**config.mk**
```make
export PLATFORM = sky130hd
export DESIGN_NAME = shift_reg_sequencer
export DESIGN_NICKNAME = d
export VERILOG_FILES = /design/src/rtl/shift_reg_sequencer.sv
export SDC_FILE = /design/constraint.sdc
export NUM_CORES = 1
export LEC_CHECK = 0
export BUFFER_PORTS_ARGS = -buffer_cell sky130_fd_sc_hd__buf_4
export CAP_MARGIN = 20
export CORE_MARGIN = 4
export CORE_UTILIZATION = 40
export CTS_BUF_LIST = sky130_fd_sc_hd__clkbuf_16
export CTS_CLUSTER_DIAMETER = 30
export DETAILED_ROUTE_END_ITERATION = 10
export PLACE_DENSITY_LB_ADDON = 0.05
export SLEW_MARGIN = 20
export SYNTH_ARGS = -nofsm -noshare
export SYNTH_HDL_FRONTEND = slang
export SYNTH_SLANG_ARGS = --single-unit
```
**constraint.sdc**
```tcl
create_clock -name clk -period 2.1 [get_ports clk]
set_input_delay 0.105 -clock clk [delete_from_list [all_inputs] [get_ports clk]]
set_output_delay 0.105 -clock clk [all_outputs]
set_load 0.005 [all_outputs]
```
**src/rtl/shift_reg_sequencer.sv**
```systemverilog
// shift_reg_sequencer: command-driven controller for a 4-bit shift/load register datapath
module shift_reg_sequencer #(
  parameter int WIDTH = 4,
  parameter int CNT_W = 3
) (
  input  logic             clk,
  input  logic             reset,
  input  logic             cmd_valid,
  output logic             cmd_ready,
  input  logic [1:0]       cmd_op,
  input  logic [CNT_W-1:0] cmd_count,
  input  logic             cmd_fill,
  input  logic [WIDTH-1:0] load_data,
  input  logic [WIDTH-1:0] q,
  output logic [1:0]       mode,
  output logic [WIDTH-1:0] par_data,
  output logic             ser_in,
  output logic             mux_enb,
  output logic             busy,
  output logic             done,
  output logic [CNT_W-1:0] step_cnt
);
  typedef enum logic [1:0] {IDLE, LOAD, SHIFT, DONE} state_t;
  localparam logic [1:0] OP_LOAD = 2'b00;
  localparam logic [1:0] OP_SHR  = 2'b10;
  localparam logic [1:0] OP_ROL  = 2'b11;
  state_t           r_state, w_next;
  logic [1:0]       r_op, r_mode, w_mode;
  logic [CNT_W-1:0] r_cnt, w_cnt;
  logic [WIDTH-1:0] r_par, w_par;
  logic             r_ser, w_ser, r_done, w_done, r_enb, w_accept;
  assign cmd_ready = (r_state == IDLE) && !reset && !r_enb;
  assign w_accept  = cmd_valid && cmd_ready;
  assign mode      = r_mode;
  assign par_data  = r_par;
  assign mux_enb   = r_enb;
  assign busy      = r_state != IDLE;
  assign done      = r_done;
  assign step_cnt  = r_cnt;
  // rotate feeds the MSB back combinationally so each step sees the current register value
  assign ser_in    = (r_state == SHIFT && r_op == OP_ROL) ? q[WIDTH-1] : r_ser;
  // next state and next registered outputs; mode falls back to hold unless actively loading/shifting
  always_comb begin
    w_next = r_state;
    w_cnt  = r_cnt;
    w_mode = 2'b00;
    w_par  = r_par;
    w_ser  = r_ser;
    w_done = 1'b0;
    case (r_state)
      IDLE: if (w_accept) begin
        if (cmd_op == OP_LOAD) begin
          w_next = LOAD;
          w_mode = 2'b11;
          w_par  = load_data;
        end else begin
          w_ser  = (cmd_op == OP_ROL) ? 1'b0 : cmd_fill;
          w_next = (cmd_count == '0) ? DONE : SHIFT;
          w_done = cmd_count == '0;
          w_cnt  = cmd_count;
          w_mode = (cmd_count == '0) ? 2'b00 : (cmd_op == OP_SHR) ? 2'b10 : 2'b01;
        end
      end
      LOAD: begin
        w_next = DONE;
        w_done = 1'b1;
      end
      SHIFT: begin
        w_cnt  = r_cnt - 1'b1;
        w_next = (r_cnt == 1) ? DONE : SHIFT;
        w_done = r_cnt == 1;
        w_mode = (r_cnt == 1) ? 2'b00 : (r_op == OP_SHR) ? 2'b10 : 2'b01;
      end
      default: w_next = IDLE;
    endcase
  end
  // state and output registers; the MUX stays disabled until the first cycle out of reset
  always_ff @(posedge clk) begin
    if (reset) begin
      r_state <= IDLE;
      r_op    <= OP_LOAD;
      r_cnt   <= '0;
      r_mode  <= 2'b00;
      r_par   <= '0;
      r_ser   <= 1'b0;
      r_done  <= 1'b0;
      r_enb   <= 1'b1;
    end else begin
      r_state <= w_next;
      r_op    <= w_accept ? cmd_op : r_op;
      r_cnt   <= w_cnt;
      r_mode  <= w_mode;
      r_par   <= w_par;
      r_ser   <= w_ser;
      r_done  <= w_done;
      r_enb   <= 1'b0;
    end
  end
endmodule

```
* Yosys cells after proc, flatten, opt, wreduce, memory -nomap -nowiden
Index checks and enable logic that the tools add are counted.
** Word-level totals
- Input port bits :: 17
- Latch bits :: 0
- Register bits after elaboration :: 16
- Memory bits (read-only) :: 0
- Memories kept :: 0
- RAM bits :: 0
** Cells by class
- $lt $le $gt $ge :: 0
- Divide/modulo/power cells :: 0
- Bitwise logic cells :: 1
- Equal/unequal tests :: 9
- $add $sub $neg :: 1
- Multiply operators :: 0
- Reduce and logical (&&, ||, !) cells :: 14
- Shift operators :: 0
- Muxes and demuxes :: 21
** Operators with widths (number)
- $mux W2 :: 8
- $eq A2 B2 Y1 const B :: 5
- $reduce_and A3 Y1 :: 3
- $mux W1 :: 7
- $mux W3 :: 2
- $pmux W2 S3 :: 1
- $pmux W3 S2 :: 1
- $logic_and A1 B1 Y1 :: 4
- $logic_not A2 Y1 :: 2
- $ne A2 B2 Y1 const B :: 2
- $pmux W2 S2 :: 1
- $reduce_bool A2 Y1 :: 2
- $eq A3 B1 Y1 const B :: 1
- $logic_not A3 Y1 :: 1
- $pmux W1 S3 :: 1
- $sub A3 B1 Y3 const B :: 1
- $eq A2 B1 Y1 const B :: 1
- $logic_not A1 Y1 :: 2
- $not A1 Y1 :: 1

* Logic depth before layout (Yosys ltp)
Gate-level depths: netlist of run 1.
- Depth after elaboration :: 6
- Gate-level depth with buffers :: 7
- Mapped depth without buffers :: 5

* Least setup slack after synthesis of run 1
OpenSTA, ideal clock, no wires.
- Path kind :: register to register
- From :: register r_state[0]
- To :: register r_cnt[2] (netlist: step_cnt[2])
- Setup time :: 86 ps
- Cell stages (with the launch flop) :: 8
- Setup slack :: 602 ps
- Data arrival time :: 1412 ps
- Path buffers :: 2
- Data required time :: 2014 ps
- Cell sequence :: dfxtp_1 inv_1 ha_1 buf_6 and4bb_4 buf_6 nand3_2 a221oi_2
** Between the ends
- Cells in the longest elaborated chain, start to end :: 6
- Elaborated cells on any way between the ends :: 10
- Those cells by class :: eq/ne: 3; mux: 1; reduce/logical: 6
** RTL lines
- start, declared :: RTL line 27 : state_t r_state, w_next;
- start signal, assigned :: RTL line 89 : r_state <= w_next;
- $logic_not A2 Y1 :: RTL line 32, 50
- $logic_and A1 B1 Y1 (2 in a row) :: RTL line 32 : assign cmd_ready = (r_state == IDLE) && !reset && !r_enb;
- $logic_and A1 B1 Y1 :: RTL line 33 : assign w_accept = cmd_valid && cmd_ready;
- $ne A2 B2 Y1 (no source line)
- $reduce_and A3 Y1 (no source line)
- end signal, assigned :: RTL line 91 : r_cnt <= w_cnt;
- end, declared :: RTL line 29 : logic [CNT_W-1:0] r_cnt, w_cnt;
Parallel ways exist; a longest one is shown, timed or not.
A chain may end at the register's enable or synchronous reset.

* Worst setup path after layout of run 1
- From :: register r_state[0]
- To :: output port ser_in
** Between the ends
- Cells in the longest elaborated chain, start to end :: 3
** RTL lines
- $eq A2 B2 Y1 :: RTL line 41 : assign ser_in = (r_state == SHIFT && r_op == OP_ROL) ? q[WIDTH-1] : r_ser;
- $logic_and A1 B1 Y1 :: RTL line 41
- $mux W1 :: RTL line 41
- end, declared :: RTL line 17 : output logic ser_in,
Every way passes these cells.

==> results.txt, run 1 <==
----------------------------------------------------
[Clocking]
  Clock root buffer ... sky130_fd_sc_hd__clkbuf_16
  Hold bufs inserted after CTS ... 0
  Number of resized instances in the post-cts repair step ... 0
  Post-CTS setup buffers ... 0
  Clk Latency, worst-skew pair ... 240 ps
  Worst-path clk slew ... 50 ps
  CTS tree ... built
  H-tree Lvls ... 1
  Maximum count of clock buffers along a single path ... 2
  Cts bufs inserted ... 3
  Sinks on the clock net ... 16

[Routing]
  DRC violations left ... 0
  Vias per Instance ... 5.46
  Via count ... roughly 850
  Remaining antenna violation count ... 0
  Routed length per placed instance ... 13.6 um
  Detailed-router iteration count before antenna repair ... 4
  Wire length reported by the detailed router ... 2110 um
  Number of design-rule violations left by the first detailed-router iteration ... 22

[Pwr]
  Net switching power ... 0.426 mW
  Worst vdd rail ir drop ... 756 uV
  Leakage power figure ... 0.478 nW
  Internal Power ... 0.839 mW
  Reg power frac ... 31.2%
  Logic pwr share ... 39.5%
  Power per standard cell area ... 1050 nW/um^2
  Total power ... 1.26 mW
  Switch share ... 33.6%
  Clock share of power ... 29.3%

[Worst hold path]
  Hold-critical path depth ... 3
  Path category of the worst min-delay check ... in -> reg
  Min-Delay Startpoint ... load_data[0]

[Final layout]
  Layout-stage area growth over the synthesis result ... 27.2%
  Commonest cells after routing, fill and taps aside ... sky130_fd_sc_hd__buf_4 (27), sky130_fd_sc_hd__dfxtp_1 (16), sky130_fd_sc_hd__a21oi_1 (9)
  Number of nets at the end of the flow ... roughly 150
  Final instance area ... 1210 um^2
  Share of layout cells above drive strength 1 ... 30.7%
  Antenna fix cells ... 0
  Finished Core Util ... a little over half
  Most frequent standard cell in the layout excluding fill and tap cells ... sky130_fd_sc_hd__buf_4

[Floorplan]
  Number of primary I/O pins ... 31
  Core Footprint ... 2230 um^2
  Total number of placement rows ... 17
  Height of the chip ... 56.7 um
  Die Area ... 3210 um^2
  Effective utilization at floorplan ... ~42%
  Floorplan die width ... 56.7 um

[Synth]
  Biggest area consumer among synthesized cells ... sky130_fd_sc_hd__dfxtp_1
  Number of library cell types mapped by synthesis ... 37
  Share of the synthesized area in the top cell type ... 33.8%
  Top flip-flop cell by instance count after synthesis ... sky130_fd_sc_hd__dfxtp_1
  Ranking of synthesized cells by area ... sky130_fd_sc_hd__dfxtp_1 (34%), sky130_fd_sc_hd__ha_1 (7.9%), sky130_fd_sc_hd__a21oi_1 (4.7%), sky130_fd_sc_hd__buf_6 (4.7%), sky130_fd_sc_hd__nand3_1 (3.7%)
  Number of synthesized flops with an enable pin ... 0
  Gate count of the mapped netlist ... about 100
  Net count after synthesis ... ~130
  Yosys warning count ... 0
  Part of the Yosys area used for sequential elements ... roughly 34%
  Synthesized cell area ... 948 um^2
  Post-synthesis sequential element count ... 16
  Post-synthesis async set-or-reset flop share ... 0%
  Mean instance size in the synthesized netlist ... 9.21 um^2

[Setup path]
  Crit Reg-Reg Startpoint ... r_state[0]
  CP arrival ... approximately 1700 ps
  Worst setup path startpoint ... r_state[0]
  Critical path peak fanout ... 13
  CP Class ... reg -> out
  Endpoint required time on the critical path ... around 2000 ps
  Critical path capture point type ... primary output
  Depth of the worst register-to-register path ... 5
  Startpoint class of the critical path ... flop

[GRT]
  Global-route wire length before repair ... 3390 um
  Initial antenna violation count ... 0
  Residual overflow from global routing ... 0
  Maximum number of pins on one net before global-route repair ... 21
  Vias in the first global route ... between 700 and 800
  Total global routing track utilization ... 13.4%

[Run]
  Max cap viols ... 0

[STA]
  Crit share post-route ... 86.7%
  Max-slew headroom ... a little over two thirds
  Setup Viol. Count Final ... 0
  Worst slew pin tran ... ~460 ps
  Final-report max-slew violation count ... 0
  Clock Skews ... 1.07 ps
  Maximum clock rate ... 0.549 GHz
  Unrepaired setup endpoints after global routing ... false
  Hold Violations, Final ... 0
  Post-route setup TNS ... 0 ps
  Post-layout min period ... 1820 ps

[Status]
  Result of the run ... finished, final reports clean

[Placed design]
  Placed wire-length estimate after detailed placement ... roughly 1500 um
  Count of input and output buffers ... 27
  GP Congestion ... 0.764
  Placement Cell Area ... about 1100 um^2

----------------------------------------------------
==> per-stage QoR <==
stage	instances	setup slack, ps	hold slack, ps
after floorplan	103	602	133
after global placement	151	353	370
after detailed placement	151	327	377
after CTS	155	270	123
after global routing	155	162	130
final	155	279	124
==> registers in the layout, indices dropped and copies added, names as in the netlist <==
register  count
mode          2
par_data      4
r_ser         1
mux_enb       1
done          1
r_op          2
step_cnt      3
r_state       2
==> power groups by stage <==
stage | logic, mW | clock network [mW] | registers (mW)
after CTS | 0.503 | 0.378 | 0.394
final | 0.500 | 0.371 | 0.395
after global placement | 0.496 | 0 | 0.399
after global routing | 0.552 | 0.392 | 0.401
after floorplan | 0.375 | 0 | 0.396
after detailed placement | 0.499 | 0 | 0.400
==> critical path, stage by stage (launching register included) <==
cell and delay [ps]:
sky130_fd_sc_hd__dfxtp_1 330, sky130_fd_sc_hd__inv_1 100, sky130_fd_sc_hd__ha_1 430, sky130_fd_sc_hd__nand3_1 150
sky130_fd_sc_hd__mux2_1 320, sky130_fd_sc_hd__buf_4 140
==> cell usage after synthesis (all sizes together) (2+ instances only) <==
| cell | number |
|---|---|
| ha | 6 |
| a21oi | 9 |
| o21ai | 8 |
| nand2 | 6 |
| mux2 | 2 |
| a211o | 2 |
| buf | 6 |
| a221oi | 2 |
| nor3 | 2 |
| nand3 | 9 |
| nor2b | 2 |
| a211oi | 4 |
| or2 | 2 |
| o32ai | 3 |
| dfxtp | 16 |
| nand2b | 3 |
| a311oi | 2 |
| nor2 | 2 |
| inv | 7 |
==> worst paths after layout <==
check	to	slack, ps
worst max register to register	step_cnt[0]	320
worst min register to register	r_ser	480
worst min-delay path	par_data[0]	120
worst max-delay path	ser_in	280
==> logic make-up after synthesis <==
kind of cell / share of synthesized area, %
AOI/OAI and AO/OA: 24.9
and+or+nand+nor: 20.6
DFF: 33.8
buffers and inverters: 9.37
adders and majority gates: 7.92
muxes: 3.43
==> cell type report <==
type / count / area (um^2)
clock inverter: 1 / 3.75
sequential: 16 / 320
inverter: 8 / 30.0
tap: 28 / 35.0
clock buffer: 3 / 75.1
fill: 217 / 1030
timing repair buffer: 27 / 203
multi-input combinational: 72 / 539
==> metal layers <==
metal / track usage (%) / vias up / wire length [um]
met4: 7.12 / 0 / 36
met1: 17.2 / 397 / 980
met2: 20.5 / 22 / 973
met5: 0 / - / 0
met3: 3.22 / 4 / 121
li1: - / 424 / -
Power figures use the tool's default switching activity.
==> inputs of run 2 (changes only) <==
--- a/config.mk
+++ b/config.mk
@@ -13,6 +13,7 @@
 export CTS_CLUSTER_DIAMETER = 30
 export DETAILED_ROUTE_END_ITERATION = 10
 export PLACE_DENSITY_LB_ADDON = 0.05
+export REMOVE_ABC_BUFFERS = 1
 export SLEW_MARGIN = 20
 export SYNTH_ARGS = -nofsm -noshare
 export SYNTH_HDL_FRONTEND = slang
==> results.txt, run 2 (synthesis results as in run 1) <==
----------------------------------------------------
[Routing]
  Vias per Instance ... 5.36 (-2.0%)
  DRC violations left ... 0 (unchanged)
  Via count ... 825 (-2.6%)
  Remaining antenna violation count ... 0 (unchanged)
  Routed length per placed instance ... 13.4 um (-1.3%)
  Number of design-rule violations left by the first detailed-router iteration ... 19 (-14%)
  Detailed-router iteration count before antenna repair ... 4 (unchanged)
  Wire length reported by the detailed router ... 2070 um (-1.9%)

[STA]
  Worst slew pin tran ... 465 ps (+8.75 ps)
  Setup slack after layout ... 294 ps (+14.6 ps)
  Unrepaired setup endpoints after global routing ... false
  Maximum clock rate ... 0.554 GHz (+0.81%)
  Smallest hold slack ... 127 ps (+3.26 ps)
  Hold Violations, Final ... 0 (unchanged)
  Setup Viol. Count Final ... 0 (unchanged)
  Crit share post-route ... 86.0% (-0.69 points)
  Final-report max-slew violation count ... 0 (unchanged)
  Post-route setup TNS ... 0 ps (unchanged)
  Max-slew headroom ... 69.0% (-0.58 points)
  Post-layout min period ... 1810 ps (-14.6 ps)
  Clock Skews ... 1.55 ps (+0.483 ps)

[Pwr]
  Switch share ... 32.9% (-0.75 points)
  Internal Power ... 0.836 mW (-0.33%)
  Net switching power ... 0.410 mW (-3.7%)
  Worst vdd rail ir drop ... 922 uV (+22%)
  Reg power frac ... 31.6% (+0.4 points)
  Leakage power figure ... 0.477 nW (-0.33%)
  Total power ... 1.25 mW (-1.4%)
  Clock share of power ... 28.7% (-0.6 points)
  Power per standard cell area ... 1040 nW/um^2 (-1.1%)
  Logic pwr share ... 39.7% (+0.2 points)

[GRT]
  Vias in the first global route ... 745 (+1.5%)
  Global-route wire length before repair ... 3440 um (+1.4%)
  Residual overflow from global routing ... 0 (unchanged)
  Initial antenna violation count ... 0 (unchanged)
  Total global routing track utilization ... 13.5% (+0.082 points)
  Maximum number of pins on one net before global-route repair ... 21 (unchanged)

[Setup path]
  Cell type group with the largest total delay on the critical path ... adder cells
  Startpoint class of the critical path ... flop
  CP Class ... reg -> out
  Crit Reg-Reg Startpoint ... r_state[0]
  Critical path peak fanout ... 13 (unchanged)
  Crit-path max cell delay ... 420 ps (about the same)
  CP arrival ... 1700 ps (-20 ps)
  Critical path capture point type ... primary output
  Critical path, cell by cell ... inv_1 -> ha_1 -> nand3_1 -> mux2_1 -> buf_4
  Crit-path slowest cell ... sky130_fd_sc_hd__ha_1
  Worst Path Buf+Inv ... 2 (unchanged)
  Endpoint required time on the critical path ... 2000 ps (about the same)
  Worst setup path startpoint ... r_state[0]

[Clocking]
  Post-CTS setup buffers ... 0 (unchanged)
  Maximum count of clock buffers along a single path ... 2 (unchanged)
  Worst-path clk slew ... 50 ps (about the same)
  Sinks on the clock net ... 16 (unchanged)
  Hold bufs inserted after CTS ... 0 (unchanged)
  H-tree Lvls ... 1 (unchanged)
  Cts bufs inserted ... 3 (unchanged)
  CTS tree ... built
  Clock root buffer ... sky130_fd_sc_hd__clkbuf_16
  Number of resized instances in the post-cts repair step ... 0 (unchanged)
  Clk Latency, worst-skew pair ... 240 ps (about the same)

[Final layout]
  Commonest cells after routing, fill and taps aside ... sky130_fd_sc_hd__buf_4 (27), sky130_fd_sc_hd__dfxtp_1 (16), sky130_fd_sc_hd__a21oi_1 (9)
  Share of layout cells above drive strength 1 ... 31.0% (+0.24 points)
  Most frequent standard cell in the layout excluding fill and tap cells ... sky130_fd_sc_hd__buf_4
  Number of fillers in the final layout ... 230 (+6.0%)
  Number of flip-flops under the largest register name ... 4 (unchanged)
  Post-layout instance count excluding filler cells ... 154 (-0.65%)
  Antenna fix cells ... 0 (unchanged)
  Finished Core Util ... 53.8% (-0.17 points)
  Multi-input gate area in the final layout ... 539 um^2 (unchanged)
  Layout-stage area growth over the synthesis result ... 26.8%
  Final instance area ... 1200 um^2 (-0.31%)
  Number of nets at the end of the flow ... 151 (unchanged)
  Combined flip-flop and latch cell area ... 320 um^2 (unchanged)

[Floorplan]
  Effective utilization at floorplan ... 42.5% (unchanged)
  Height of the chip ... 56.7 um (unchanged)
  Die Area ... 3210 um^2 (unchanged)
  Core Footprint ... 2230 um^2 (unchanged)
  Total number of placement rows ... 17 (unchanged)
  Floorplan die width ... 56.7 um (unchanged)
  Number of primary I/O pins ... 31 (unchanged)

[Placed design]
  Dpl ws ... 345 ps (+17.8 ps)
  Placement Cell Area ... 1130 um^2 (unchanged)
  Placed wire-length estimate after detailed placement ... 1530 um (+1.3%)
  Count of input and output buffers ... 27 (unchanged)
  Placed Instances ... 151 (unchanged)
  GP Congestion ... 0.750 (-1.9%)

[Status]
  Result of the run ... finished, final reports clean

[Run]
  Max cap viols ... 0 (unchanged)

[Worst hold path]
  Path category of the worst min-delay check ... in -> reg
  Min-Delay Startpoint ... reset

----------------------------------------------------
run 2: changes by cell type in the layout (fill, tap and decap cells not counted), sizes merged:
cell	delta
clkinv	-1
run 2: worst paths after layout:
kind / end / slack (ps) / cells after the start
worst max-delay path: ser_in / 290 / 5
worst min-delay path: mux_enb / 130 / 1
worst max register to register: step_cnt[0] / 330 / 5
worst min register to register: par_data[3] / 480 / 2
run 2: power by group through the flow:
stage	Combinational [mW]	Sequential [mW]	Clock, mW
floorplan	0.329	0.396	0
global placement	0.491	0.398	0
detailed placement	0.495	0.402	0
CTS	0.498	0.395	0.366
global route	0.551	0.404	0.383
finish	0.495	0.394	0.358
run 2: routing by layer:
metal  routed length (um)  vias to the layer above  global-route usage [%]
met1                  943                      374                    17.2
met3                  165                        2                    5.98
met2                  948                       27                    21.0
met4                   12                        0                    2.71
met5                    0                        -                       0
li1                     -                      422                       -
run 2: area by class of cell:
cell class	instances	share of cell area, %
Multi-Input combinational cell	72	44.8
Sequential cell	16	26.6
Timing Repair Buffer	27	16.9
Clock buffer	3	6.24
Tap cell	28	2.91
Inverter	8	2.50
